`config.mk`:
```
export PLATFORM = sky130hd
export DESIGN_NAME = wb_stage_flat
export DESIGN_NICKNAME = d
export VERILOG_FILES = /design/src/rtl/wb_stage_pkg.sv /design/src/rtl/wb_stage_if.sv /design/src/rtl/wb_stage_fpu_fifo.sv /design/src/rtl/wb_stage.sv /design/src/flat_wrapper.sv
export SDC_FILE = /design/constraint.sdc
export NUM_CORES = 1
export LEC_CHECK = 0
export CORE_UTILIZATION = 35
export DETAILED_ROUTE_END_ITERATION = 6
export PLACE_DENSITY = 0.65
export SLEW_MARGIN = 20
export SYNTH_ARGS = -nofsm -noshare
export SYNTH_HDL_FRONTEND = slang
export SYNTH_HIERARCHICAL = 1
export SYNTH_SLANG_ARGS = --single-unit
```
`constraint.sdc`:
```
create_clock -name clk -period 4.2 [get_ports clk]
set_input_delay 0.84 -clock clk [delete_from_list [all_inputs] [get_ports clk]]
set_output_delay 0.84 -clock clk [all_outputs]
set_load 0.05 [all_outputs]
```
`src/rtl/wb_stage_pkg.sv`:
```
// Shared types and constants for the writeback stage.
// Bit 0 is the MSB of every bus; WB_FWD_EN enables the forwarding register.
package wb_stage_pkg;

  localparam int unsigned XLEN       = 32;
  localparam int unsigned REG_IDX_W  = 5;
  localparam int unsigned FIFO_DEPTH = 2;

  typedef enum logic [1:0] {
    WB_ALU,
    WB_LOAD,
    WB_LINK
  } wb_sel_e;

  typedef struct packed {
    logic [0:REG_IDX_W-1] rw;
    logic [0:XLEN-1]      data;
  } fpu_entry_t;

  // Extract a byte/halfword/word from an aligned memory word and extend it.
  function automatic logic [0:XLEN-1] load_align(
    input logic [0:XLEN-1] rdata,
    input logic [0:1]      off,
    input logic            is_byte,
    input logic            is_half,
    input logic            sext
  );
    logic [0:7]  b;
    logic [0:15] h;
    b = rdata[0:7];
    case (off)
      2'd1:    b = rdata[8:15];
      2'd2:    b = rdata[16:23];
      2'd3:    b = rdata[24:31];
      default: b = rdata[0:7];
    endcase
    h = off[0] ? rdata[16:31] : rdata[0:15];
    if (is_byte)      load_align = {{24{sext & b[0]}}, b};
    else if (is_half) load_align = {{16{sext & h[0]}}, h};
    else              load_align = rdata;
  endfunction

endpackage

```
`src/rtl/wb_stage_if.sv`:
```
// MEM-side, FPU completion, writeback and forwarding signals of the writeback stage.
interface wb_stage_if;
  import wb_stage_pkg::*;

  logic                 mem_valid;
  logic                 mem_reg_we;
  logic                 mem_freg_we;
  logic [0:REG_IDX_W-1] mem_rw;
  logic [0:XLEN-1]      mem_alu_result;
  logic [0:XLEN-1]      mem_rdata;
  logic                 mem_to_reg;
  logic                 mem_byte_op;
  logic                 mem_halfword_op;
  logic                 mem_sign_ext;
  logic                 mem_jal;
  logic [0:XLEN-1]      mem_link;

  logic                 fpu_valid;
  logic [0:REG_IDX_W-1] fpu_rw;
  logic [0:XLEN-1]      fpu_result;
  logic                 fpu_ready;

  logic                 reg_we_out;
  logic                 freg_we_out;
  logic [0:REG_IDX_W-1] Rw_out;
  logic [0:REG_IDX_W-1] FRw_out;
  logic [0:XLEN-1]      BUS_W;
  logic [0:XLEN-1]      FBUS_W;

  logic                 fwd_valid;
  logic [0:REG_IDX_W-1] fwd_rw;
  logic [0:XLEN-1]      fwd_data;

  modport master (
    output mem_valid, mem_reg_we, mem_freg_we, mem_rw, mem_alu_result, mem_rdata,
           mem_to_reg, mem_byte_op, mem_halfword_op, mem_sign_ext, mem_jal, mem_link,
           fpu_valid, fpu_rw, fpu_result,
    input  fpu_ready, reg_we_out, freg_we_out, Rw_out, FRw_out, BUS_W, FBUS_W,
           fwd_valid, fwd_rw, fwd_data
  );

  modport slave (
    input  mem_valid, mem_reg_we, mem_freg_we, mem_rw, mem_alu_result, mem_rdata,
           mem_to_reg, mem_byte_op, mem_halfword_op, mem_sign_ext, mem_jal, mem_link,
           fpu_valid, fpu_rw, fpu_result,
    output fpu_ready, reg_we_out, freg_we_out, Rw_out, FRw_out, BUS_W, FBUS_W,
           fwd_valid, fwd_rw, fwd_data
  );

endinterface

```
`src/rtl/wb_stage_fpu_fifo.sv`:
```
// Two-entry FPU result queue with empty-queue bypass so a result offered
// while the FPR port is free is written in the very next cycle.
module wb_fpu_fifo
  import wb_stage_pkg::*;
(
  input  logic       clk,
  input  logic       reset,
  input  logic       i_push_valid,
  input  fpu_entry_t i_push_data,
  input  logic       i_pop_en,
  output logic       o_ready,
  output logic       o_pop_valid,
  output fpu_entry_t o_pop_data
);

  localparam int unsigned PTR_W = $clog2(FIFO_DEPTH);
  localparam int unsigned CNT_W = $clog2(FIFO_DEPTH + 1);

  fpu_entry_t         r_mem [FIFO_DEPTH];
  logic [PTR_W-1:0]   r_wr_ptr;
  logic [PTR_W-1:0]   r_rd_ptr;
  logic [CNT_W-1:0]   r_count;

  logic w_full;
  logic w_empty;
  logic w_push;
  logic w_pop;
  logic w_bypass;
  logic w_store;
  logic w_take;

  assign w_full   = (r_count == CNT_W'(FIFO_DEPTH));
  assign w_empty  = (r_count == '0);
  assign w_push   = i_push_valid & ~w_full;
  assign w_pop    = i_pop_en & (~w_empty | w_push);
  assign w_bypass = w_empty & w_push & w_pop;
  assign w_store  = w_push & ~w_bypass;
  assign w_take   = w_pop & ~w_bypass;

  assign o_ready     = ~w_full;
  assign o_pop_valid = w_pop;
  assign o_pop_data  = w_empty ? i_push_data : r_mem[r_rd_ptr];

  // Depth is a power of two, so natural pointer overflow gives the modulo wrap.
  always_ff @(posedge clk or negedge reset) begin
    if (!reset) begin
      r_wr_ptr <= '0;
      r_rd_ptr <= '0;
      r_count  <= '0;
      for (int i = 0; i < int'(FIFO_DEPTH); i++) r_mem[i] <= '0;
    end else begin
      if (w_store) begin
        r_mem[r_wr_ptr] <= i_push_data;
        r_wr_ptr        <= r_wr_ptr + PTR_W'(1);
      end
      if (w_take) r_rd_ptr <= r_rd_ptr + PTR_W'(1);
      case ({w_store, w_take})
        2'b10:   r_count <= r_count + CNT_W'(1);
        2'b01:   r_count <= r_count - CNT_W'(1);
        default: r_count <= r_count;
      endcase
    end
  end

endmodule

```
`src/rtl/wb_stage.sv`:
```
// Writeback stage: MEM/WB register, load alignment, GPR/FPR write ports and
// optional one-cycle forwarding of the committed GPR write (macro WB_FWD_EN).
module wb_stage
  import wb_stage_pkg::*;
(
  input  logic       clk,
  input  logic       reset,
  wb_stage_if.slave  bus
);

  wb_sel_e              w_sel;
  logic [0:XLEN-1]      w_load_data;
  logic [0:XLEN-1]      w_gpr_data;
  logic                 w_pipe_fwe;
  logic                 w_pop_valid;
  fpu_entry_t           w_pop_data;
  fpu_entry_t           w_push_data;

  logic                 r_reg_we;
  logic                 r_freg_we;
  logic [0:REG_IDX_W-1] r_rw;
  logic [0:REG_IDX_W-1] r_frw;
  logic [0:XLEN-1]      r_bus_w;
  logic [0:XLEN-1]      r_fbus_w;

  // GPR data source selection and load alignment.
  always_comb begin
    w_sel = WB_ALU;
    if (bus.mem_jal)         w_sel = WB_LINK;
    else if (bus.mem_to_reg) w_sel = WB_LOAD;
    w_load_data = load_align(bus.mem_rdata, bus.mem_alu_result[30:31],
                             bus.mem_byte_op, bus.mem_halfword_op, bus.mem_sign_ext);
    case (w_sel)
      WB_LINK: w_gpr_data = bus.mem_link;
      WB_LOAD: w_gpr_data = w_load_data;
      default: w_gpr_data = bus.mem_alu_result;
    endcase
  end

  assign w_pipe_fwe  = bus.mem_valid & bus.mem_freg_we;
  assign w_push_data = '{rw: bus.fpu_rw, data: bus.fpu_result};

  wb_fpu_fifo u_fpu_fifo (
    .clk          (clk),
    .reset        (reset),
    .i_push_valid (bus.fpu_valid),
    .i_push_data  (w_push_data),
    .i_pop_en     (~w_pipe_fwe),
    .o_ready      (bus.fpu_ready),
    .o_pop_valid  (w_pop_valid),
    .o_pop_data   (w_pop_data)
  );

  // MEM/WB register; pipeline FPR writes take priority over the FPU queue.
  always_ff @(posedge clk or negedge reset) begin
    if (!reset) begin
      r_reg_we  <= 1'b0;
      r_freg_we <= 1'b0;
      r_rw      <= '0;
      r_frw     <= '0;
      r_bus_w   <= '0;
      r_fbus_w  <= '0;
    end else begin
      r_reg_we  <= bus.mem_valid & bus.mem_reg_we & (bus.mem_rw != '0);
      r_freg_we <= w_pipe_fwe | w_pop_valid;
      if (bus.mem_valid) begin
        r_rw    <= bus.mem_rw;
        r_bus_w <= w_gpr_data;
      end
      if (w_pipe_fwe) begin
        r_frw    <= bus.mem_rw;
        r_fbus_w <= w_gpr_data;
      end else if (w_pop_valid) begin
        r_frw    <= w_pop_data.rw;
        r_fbus_w <= w_pop_data.data;
      end
    end
  end

  assign bus.reg_we_out  = r_reg_we;
  assign bus.freg_we_out = r_freg_we;
  assign bus.Rw_out      = r_rw;
  assign bus.FRw_out     = r_frw;
  assign bus.BUS_W       = r_bus_w;
  assign bus.FBUS_W      = r_fbus_w;

`ifdef WB_FWD_EN
  logic                 r_fwd_valid;
  logic [0:REG_IDX_W-1] r_fwd_rw;
  logic [0:XLEN-1]      r_fwd_data;

  // Delayed copy of the committed GPR write, visible for one cycle.
  always_ff @(posedge clk or negedge reset) begin
    if (!reset) begin
      r_fwd_valid <= 1'b0;
      r_fwd_rw    <= '0;
      r_fwd_data  <= '0;
    end else begin
      r_fwd_valid <= r_reg_we;
      r_fwd_rw    <= r_rw;
      r_fwd_data  <= r_bus_w;
    end
  end

  assign bus.fwd_valid = r_fwd_valid;
  assign bus.fwd_rw    = r_fwd_rw;
  assign bus.fwd_data  = r_fwd_data;
`else
  assign bus.fwd_valid = 1'b0;
  assign bus.fwd_rw    = '0;
  assign bus.fwd_data  = '0;
`endif

endmodule

```
`src/flat_wrapper.sv`:
```
// flat-port wrapper written by rule: the top's interface ports become plain ports
module wb_stage_flat import wb_stage_pkg::*;
  (clk, reset, bus_mem_valid, bus_mem_reg_we, bus_mem_freg_we, bus_mem_rw, bus_mem_alu_result, bus_mem_rdata, bus_mem_to_reg, bus_mem_byte_op, bus_mem_halfword_op, bus_mem_sign_ext, bus_mem_jal, bus_mem_link, bus_fpu_valid, bus_fpu_rw, bus_fpu_result, bus_fpu_ready, bus_reg_we_out, bus_freg_we_out, bus_Rw_out, bus_FRw_out, bus_BUS_W, bus_FBUS_W, bus_fwd_valid, bus_fwd_rw, bus_fwd_data);
  wb_stage_if bus_i ();
  input  logic clk;
  input  logic reset;
  input wire logic [$bits(bus_i.mem_valid)-1:0] bus_mem_valid;
  input wire logic [$bits(bus_i.mem_reg_we)-1:0] bus_mem_reg_we;
  input wire logic [$bits(bus_i.mem_freg_we)-1:0] bus_mem_freg_we;
  input wire logic [$bits(bus_i.mem_rw)-1:0] bus_mem_rw;
  input wire logic [$bits(bus_i.mem_alu_result)-1:0] bus_mem_alu_result;
  input wire logic [$bits(bus_i.mem_rdata)-1:0] bus_mem_rdata;
  input wire logic [$bits(bus_i.mem_to_reg)-1:0] bus_mem_to_reg;
  input wire logic [$bits(bus_i.mem_byte_op)-1:0] bus_mem_byte_op;
  input wire logic [$bits(bus_i.mem_halfword_op)-1:0] bus_mem_halfword_op;
  input wire logic [$bits(bus_i.mem_sign_ext)-1:0] bus_mem_sign_ext;
  input wire logic [$bits(bus_i.mem_jal)-1:0] bus_mem_jal;
  input wire logic [$bits(bus_i.mem_link)-1:0] bus_mem_link;
  input wire logic [$bits(bus_i.fpu_valid)-1:0] bus_fpu_valid;
  input wire logic [$bits(bus_i.fpu_rw)-1:0] bus_fpu_rw;
  input wire logic [$bits(bus_i.fpu_result)-1:0] bus_fpu_result;
  output wire logic [$bits(bus_i.fpu_ready)-1:0] bus_fpu_ready;
  output wire logic [$bits(bus_i.reg_we_out)-1:0] bus_reg_we_out;
  output wire logic [$bits(bus_i.freg_we_out)-1:0] bus_freg_we_out;
  output wire logic [$bits(bus_i.Rw_out)-1:0] bus_Rw_out;
  output wire logic [$bits(bus_i.FRw_out)-1:0] bus_FRw_out;
  output wire logic [$bits(bus_i.BUS_W)-1:0] bus_BUS_W;
  output wire logic [$bits(bus_i.FBUS_W)-1:0] bus_FBUS_W;
  output wire logic [$bits(bus_i.fwd_valid)-1:0] bus_fwd_valid;
  output wire logic [$bits(bus_i.fwd_rw)-1:0] bus_fwd_rw;
  output wire logic [$bits(bus_i.fwd_data)-1:0] bus_fwd_data;
  assign bus_i.mem_valid = bus_mem_valid;
  assign bus_i.mem_reg_we = bus_mem_reg_we;
  assign bus_i.mem_freg_we = bus_mem_freg_we;
  assign bus_i.mem_rw = bus_mem_rw;
  assign bus_i.mem_alu_result = bus_mem_alu_result;
  assign bus_i.mem_rdata = bus_mem_rdata;
  assign bus_i.mem_to_reg = bus_mem_to_reg;
  assign bus_i.mem_byte_op = bus_mem_byte_op;
  assign bus_i.mem_halfword_op = bus_mem_halfword_op;
  assign bus_i.mem_sign_ext = bus_mem_sign_ext;
  assign bus_i.mem_jal = bus_mem_jal;
  assign bus_i.mem_link = bus_mem_link;
  assign bus_i.fpu_valid = bus_fpu_valid;
  assign bus_i.fpu_rw = bus_fpu_rw;
  assign bus_i.fpu_result = bus_fpu_result;
  assign bus_fpu_ready = bus_i.fpu_ready;
  assign bus_reg_we_out = bus_i.reg_we_out;
  assign bus_freg_we_out = bus_i.freg_we_out;
  assign bus_Rw_out = bus_i.Rw_out;
  assign bus_FRw_out = bus_i.FRw_out;
  assign bus_BUS_W = bus_i.BUS_W;
  assign bus_FBUS_W = bus_i.FBUS_W;
  assign bus_fwd_valid = bus_i.fwd_valid;
  assign bus_fwd_rw = bus_i.fwd_rw;
  assign bus_fwd_data = bus_i.fwd_data;
  wb_stage u_core (.clk(clk), .reset(reset), .bus(bus_i));
endmodule
```
==> results by group, run 1 <==
Global routing
  • First-pass GRT wire length: around 41 mm
  • Initial antenna violation count: 1
  • Vias in the first global route: 6642
  • All-Layer GR Usage: 20.7%
  • GRT overflow: 0
  • Pin count of the biggest net entering global routing: 86

STA
  • Fin. Hold Viols: 0
  • RSZ-0062 raised after global routing: false
  • Minimum clock period: approximately 2.8 ns
  • Setup violators final: 0
  • Highest Clock Rate: 352 MHz
  • Worst-Margin Slew: slightly below 1 ns
  • Fin Hold WS: 0.478 ns
  • Relative max-transition margin: a little over a third
  • Final clock skew: 0.0106 ns
  • Setup WS post-layout: around 1.4 ns
  • Period utilization: 67.7%
  • Setup TNS: 0 ns
  • Slew Viols, Final: 0

Flow run
  • Max-cap viol count: 0

Floorplan
  • Die extent in x: 161 um
  • Core area: 24600 sq um
  • Die span in y: 161 um
  • Die area: 26100 sq um
  • IO Count: 264
  • Starting density of the core: 36.2%
  • Row count: 57

Logic synthesis
  • Register area share after synthesis: 43.3%
  • Gate count after technology mapping: 787
  • Top_reg_cell synth: dfrtp_1
  • Mapped Avg Cell Area: between 10 and 15 sq um
  • Post-synthesis cell type count: 53
  • Post-synth EDFFs: 0
  • Synth Cell Area: 8890 sq um
  • Post-synthesis sequential element count: 154
  • Ys Warns: 6
  • Ys async rst share: 100%

Hold path
  • Hold Crit Class: in2async

Power
  • Pwr Density: 690 nW/um^2
  • VDD IR-drop max: 289 uV
  • Leakage Power: 5.20 nW

Layout
  • Commonest non-fill, non-tap cell in the layout: clkdlybuf4s50_1
  • Syn-to-layout area delta: 31.6%
  • Fraction of layout cells with a size suffix above 1: 15.5%
  • Nets: roughly 1100
  • Most frequent cells in the layout: 223 x clkdlybuf4s50_1, 153 x dfrtp_1, 101 x mux2i_1, 63 x nand2_1, 60 x mux2_4

Detailed routing
  • Uppermost layer routed: met4
  • Remaining DRCs: 0
  • Via count: 6664
  • DR pass1 iterations: 4
  • Antenna Violating Nets Remaining: 0
  • Met2 wire len: 12.2 mm
  • Iteration-0 DRC Markers: between 300 and 400
  • DRT Wirelength: ~26 mm
  • Vias per inst: approximately 5
  • Met3 routed WL: 1.21 mm
  • M1 WL: 12.5 mm
  • Wirelength per Cell: 20.0 um

Worst setup path
  • Crit path kind: in2reg
  • RR Startpoint: u_core/u_fpu_fifo/r_count[1]$_DFFE_PN0P_
  • Reg2Reg Setup Slack: 1.85 ns
  • Critical Path Start Type: input port
  • Worst-case reg-to-reg path depth: 6
  • Crit Path Max Fanout: 37
  • Worst endpoint required time: between 4 and 5 ns
  • Worst R2R End: u_core/bus.FBUS_W[25]$_DFFE_PN0P_
  • Critical path arrival: about 3.1 ns
  • Crit end category: flop

Placed design
  • Pre-CTS setup slack: 0.903 ns
  • Final RePlAce weighted congestion: 0.847
  • Post-DP HPWL: slightly below 20 mm
  • Port bufs: 225

CTS
  • Clock Pin Slew Worst Setup and Hold Paths: 0.06 ns
  • PostCTS Resize Cnt: 0
  • Setup Buffers After CTS: 0
  • Htree depth: 4
  • CTS sink cnt: 154
  • Clk Latency, worst-skew pair: 0.42 ns
  • CTS tree: done
  • Longest Clk Path Bufs: 2
  • Total CTS buffers: 17
  • Hold Buf Count CTS: 0
  • Root Driver: clkbuf_16

Outcome
  • Status: complete, no violations
## cell usage after synthesis (2+ instances only)
cell / number / share of area (%)
dfrtp_1: 154 / 43
mux2i_1: 101 / 11
nand2_1: 63 / 2.7
mux2_4: 60 / 10
a21oi_1: 56 / 3.2
nor2_1: 49 / 2.1
buf_4: 42 / 3.5
o21ai_0: 33 / 1.9
a22o_1: 31 / 3.1
mux2_2: 27 / 3.4
buf_2: 23 / 1.3
clkbuf_1: 19 / 0.80
o221ai_1: 17 / 1.7
o221ai_2: 11 / 1.9
a221o_1: 8 / 0.90
a31oi_1: 8 / 0.56
and3_1: 7 / 0.49
nor2b_1: 7 / 0.49
buf_6: 6 / 0.76
and2_1: 5 / 0.35
a21o_1: 4 / 0.34
a22oi_1: 4 / 0.34
buf_12: 4 / 0.90
nor3b_1: 4 / 0.34
nor4bb_1: 4 / 0.45
o211a_1: 4 / 0.45
buf_1: 3 / 0.13
inv_1: 3 / 0.13
nand2b_1: 3 / 0.21
xnor2_1: 3 / 0.30
xor2_1: 2 / 0.20
## cell type report
class	instances	area, sq um
Fill cell	2273	12900
Clock inverter	10	118
Multi-Input combinational cell	567	4490
Timing Repair Buffer	238	2360
Sequential cell	154	3850
Inverter	4	15.0
Tap cell	324	405
Antenna cell	1	2.50
Clock buffer	22	464
## cell families (layout without fill, tap and decap cells)
kind of cell,Yosys count,after routing,share of synthesized area (%)
AOI/OAI and AO/OA,184,184,15.1
xor gates and xnor gates,5,5,0.492
adders and majority gates,1,1,0.141
buffers and inverters,103,274,7.82
DFF,154,154,43.3
muxes,189,189,25.2
other,1,39,0.0422
and+or+nand+nor,150,150,7.92
## state kept, by name, indices dropped and copies added (netlist names)
name                        cells
u_core/bus.FBUS_W              32
u_core/u_fpu_fifo/r_wr_ptr      1
u_core/u_fpu_fifo/r_rd_ptr      1
u_core/u_fpu_fifo/r_mem        74
u_core/bus.freg_we_out          1
u_core/u_fpu_fifo/r_count       2
u_core/bus.Rw_out               5
u_core/bus.reg_we_out           1
u_core/bus.BUS_W               32
u_core/bus.FRw_out              5
## metrics by stage
step	total power [mW]	instances	util [%]	area [sq um]
final	8.08	1320	47.6	11700
after global routing	8.52	1320	47.6	11700
after CTS	8.13	1319	47.6	11700
after detailed placement	6.58	1287	45.2	11100
after global placement	6.53	1287	45.2	11100
after floorplan	5.42	824	-	9030
## power by group
part           internal (mW)  total (mW)  switching [mW]  leakage (nW)
clock network          0.908        1.52           0.608         0.273
registers               2.11        2.53           0.422          1.83
logic                   1.82        4.03            2.21          3.09
## critical path: stages
cell	delay, ns
clkdlybuf4s50_1	0.44
and2_2	0.16
clkinv_1	0.32
o21bai_4	0.25
and3_4	0.69
mux2_2	0.41
## metal layers
metal	track usage, %	vias to the layer above
met5	0	-
met4	6.73	0
met3	3.08	26
met2	32.2	234
met1	29.3	3232
li1	-	3172
## worst max path at each step
stage | slack [ns] | endpoint | start
after detailed placement | 0.90 | u_core/u_fpu_fifo/r_mem[29]$_DFFE_PN0P_ | bus_mem_freg_we
after floorplan | 1.78 | u_core/bus.FBUS_W[19]$_DFFE_PN0P_ | bus_mem_valid
after CTS | 1.36 | u_core/u_fpu_fifo/r_mem[29]$_DFFE_PN0P_ | bus_mem_freg_we
after global routing | 1.24 | u_core/u_fpu_fifo/r_mem[28]$_DFFE_PN0P_ | bus_mem_freg_we
after global placement | 0.93 | u_core/u_fpu_fifo/r_mem[28]$_DFFE_PN0P_ | bus_mem_freg_we
final | 1.36 | u_core/u_fpu_fifo/r_mem[29]$_DFFE_PN0P_ | bus_mem_freg_we
Power figures use the tool's default switching activity.
==> inputs of run 2 (changes only) <==
--- a/config.mk
+++ b/config.mk
@@ -7,7 +7,7 @@
 export LEC_CHECK = 0
 export CORE_UTILIZATION = 35
 export DETAILED_ROUTE_END_ITERATION = 6
-export PLACE_DENSITY = 0.65
+export PLACE_DENSITY = 0.68
 export SLEW_MARGIN = 20
 export SYNTH_ARGS = -nofsm -noshare
 export SYNTH_HDL_FRONTEND = slang
==> constraint.sdc (replaced) <==
create_clock -name clk -period 2.5 [get_ports clk]
set_input_delay 0.5 -clock clk [delete_from_list [all_inputs] [get_ports clk]]
set_output_delay 0.5 -clock clk [all_outputs]
set_load 0.05 [all_outputs]
==> run 2 against run 1 <==
Routed wire length grew 2.1%. Global-route usage up 0.45 points. Combinational power increased by 70%. Register-to-register slack worse by 1.3 ns. Largest power group unchanged. Critical path type is now reg2out. Clock power grew 52%.
==> results by group, run 2 (synthesized netlist as in run 1, its figures left out) <==
Worst setup path
  • Crit path kind: reg2out
  • Crit Path Max Fanout: 5 (-86%)
  • Reg2Reg Setup Slack: 0.54 ns (-1.31 ns)
  • Critical path arrival: 1.86 ns (-1.28 ns)
  • Crit end category: output pin
  • Worst endpoint required time: 2.00 ns (-2.50 ns)
  • Critical Path Start Type: flop

Detailed routing
  • DR pass1 iterations: 5 (+1)
  • Via count: 6811 (+2.2%)
  • Wirelength per Cell: 20.2 um (+0.83%)
  • Iteration-0 DRC Markers: 438 (+36%)
  • Vias per inst: 5.09 (+0.91%)
  • DRT Wirelength: 27.0 mm (+2.1%)
  • Remaining DRCs: 0 (unchanged)
  • Antenna Violating Nets Remaining: 0 (unchanged)

Hold path
  • Hold Crit Class: in2async

Floorplan
  • Core area: 24600 sq um (unchanged)
  • Die extent in x: 161 um (unchanged)
  • Die span in y: 161 um (unchanged)
  • IO Count: 264 (unchanged)
  • Row count: 57 (unchanged)
  • Starting density of the core: 36.2% (unchanged)
  • Die area: 26100 sq um (unchanged)

STA
  • Final clock skew: 0.00663 ns (-0.00402 ns)
  • Setup violators final: 0 (unchanged)
  • Minimum clock period: 2.36 ns
  • Highest Clock Rate: between 400 and 500 MHz
  • Period utilization: 94.5%
  • Setup TNS: 0 ns (unchanged)
  • Fin. Hold Viols: 0 (unchanged)
  • Slew Viols, Final: 0 (unchanged)
  • RSZ-0062 raised after global routing: false
  • Worst-Margin Slew: 0.957 ns (-0.00505 ns)
  • Relative max-transition margin: 36.1% (+0.34 points)

Layout
  • Most frequent cells in the layout: 223 x clkdlybuf4s50_1, 153 x dfrtp_1, 101 x mux2i_1, 63 x nand2_1, 60 x mux2_4
  • Syn-to-layout area delta: 33.4%
  • Design area: 11900 sq um (+1.4%)
  • Largest Register: u_core/u_fpu_fifo/r_mem
  • Largest register FFs: 74 (unchanged)
  • Commonest non-fill, non-tap cell in the layout: clkdlybuf4s50_1
  • Core Util, Final: 48.2% (+0.65 points)
  • Nets: 1151 (+1.7%)
  • Fraction of layout cells with a size suffix above 1: 17.0% (+1.5 points)
  • Post-route insts no fill: 1337 (+1.3%)

Global routing
  • First-pass GRT wire length: 41.6 mm (+2.2%)
  • GRT overflow: 0 (unchanged)
  • Pin count of the biggest net entering global routing: 69 (-20%)
  • Vias in the first global route: 6876 (+3.5%)
  • Initial antenna violation count: 2 (+1)
  • All-Layer GR Usage: 21.1% (+0.45 points)

CTS
  • Total CTS buffers: 17 (unchanged)
  • Htree depth: 4 (unchanged)
  • Setup Buffers After CTS: 0 (unchanged)
  • CTS tree: done
  • Clk Latency, worst-skew pair: 0.42 ns (about the same)
  • CTS sink cnt: 154 (unchanged)
  • Longest Clk Path Bufs: 2 (unchanged)
  • Root Driver: clkbuf_16
  • Clock Pin Slew Worst Setup and Hold Paths: 0.06 ns (about the same)
  • Hold Buf Count CTS: 0 (unchanged)
  • PostCTS Resize Cnt: 0 (unchanged)

Power
  • Pwr Density: 1140 nW/um^2 (+65%)
  • VDD IR-drop max: 611 uV (+110%)
  • Leakage Power: 5.30 nW (+1.9%)

Placed design
  • Port bufs: 225 (unchanged)
  • Dpl cells: 1306 (+1.5%)
  • Final RePlAce weighted congestion: 0.798 (-5.8%)
  • Post-DP HPWL: 20.1 mm (+2.0%)
  • Area post-placement: 11400 sq um (+2.1%)

Flow run
  • Max-cap viol count: 0 (unchanged)

Outcome
  • Status: complete, no violations
[run 2: cell type report]
cell class | count | area [sq um]
inverters | 4 | 15.0
clock buffers | 20 | 457
clock inverters | 9 | 52.6
well taps | 324 | 405
multi-input cells | 567 | 4490
flip-flops and latches | 154 | 3850
fillers | 2284 | 12700
diodes | 2 | 5.00
repair buffers | 257 | 2590
[run 2: path summary, 6_finish.rpt]
kind,from,to,cells after the start
setup / recovery,u_core/u_fpu_fifo/r_count[0]$_DFFE_PN0P_,bus_fpu_ready,2
hold / removal,reset,u_core/u_fpu_fifo/r_mem[11]$_DFFE_PN0P_,1
setup reg to reg,u_core/u_fpu_fifo/r_rd_ptr$_DFFE_PN0P_,u_core/bus.FBUS_W[5]$_DFFE_PN0P_,5
hold reg to reg,u_core/bus.BUS_W[23]$_DFFE_PN0P_,u_core/bus.BUS_W[23]$_DFFE_PN0P_,2
max in group asynchronous,reset,u_core/u_fpu_fifo/r_mem[32]$_DFFE_PN0P_,2
min in group clk,u_core/bus.BUS_W[23]$_DFFE_PN0P_,u_core/bus.BUS_W[23]$_DFFE_PN0P_,2
[run 2: layer usage]
metal / GRT usage, % / vias to the layer above / wire length, um
li1: - / 3209 / -
met1: 29.9 / 3325 / 12600
met2: 32.6 / 239 / 12500
met3: 2.90 / 38 / 1190
met4: 8.02 / 0 / 651
met5: 0 / - / 0
[run 2: worst max-delay path, cell delays in order (launching register included)]
cell and delay [ns]:
dfrtp_1 0.43, nand2b_1 0.19, clkdlybuf4s50_1 0.82
[run 2: where the power goes]
group,total (mW),switching [mW],internal [mW]
clock network,2.31,1.01,1.29
registers,4.30,0.748,3.55
logic,6.87,3.71,3.16
total,13.5,5.48,8.00
[run 2: metrics by stage]
step                power (mW)  setup WS [ns]  hold WS, ns
floorplan                 9.11          0.423        0.204
global placement          11.1         0.0152        0.466
detailed placement        11.2        -0.0519        0.467
CTS                       13.6          0.127       0.0104
global route              14.2         0.0771       0.0175
finish                    13.5          0.138      0.00112
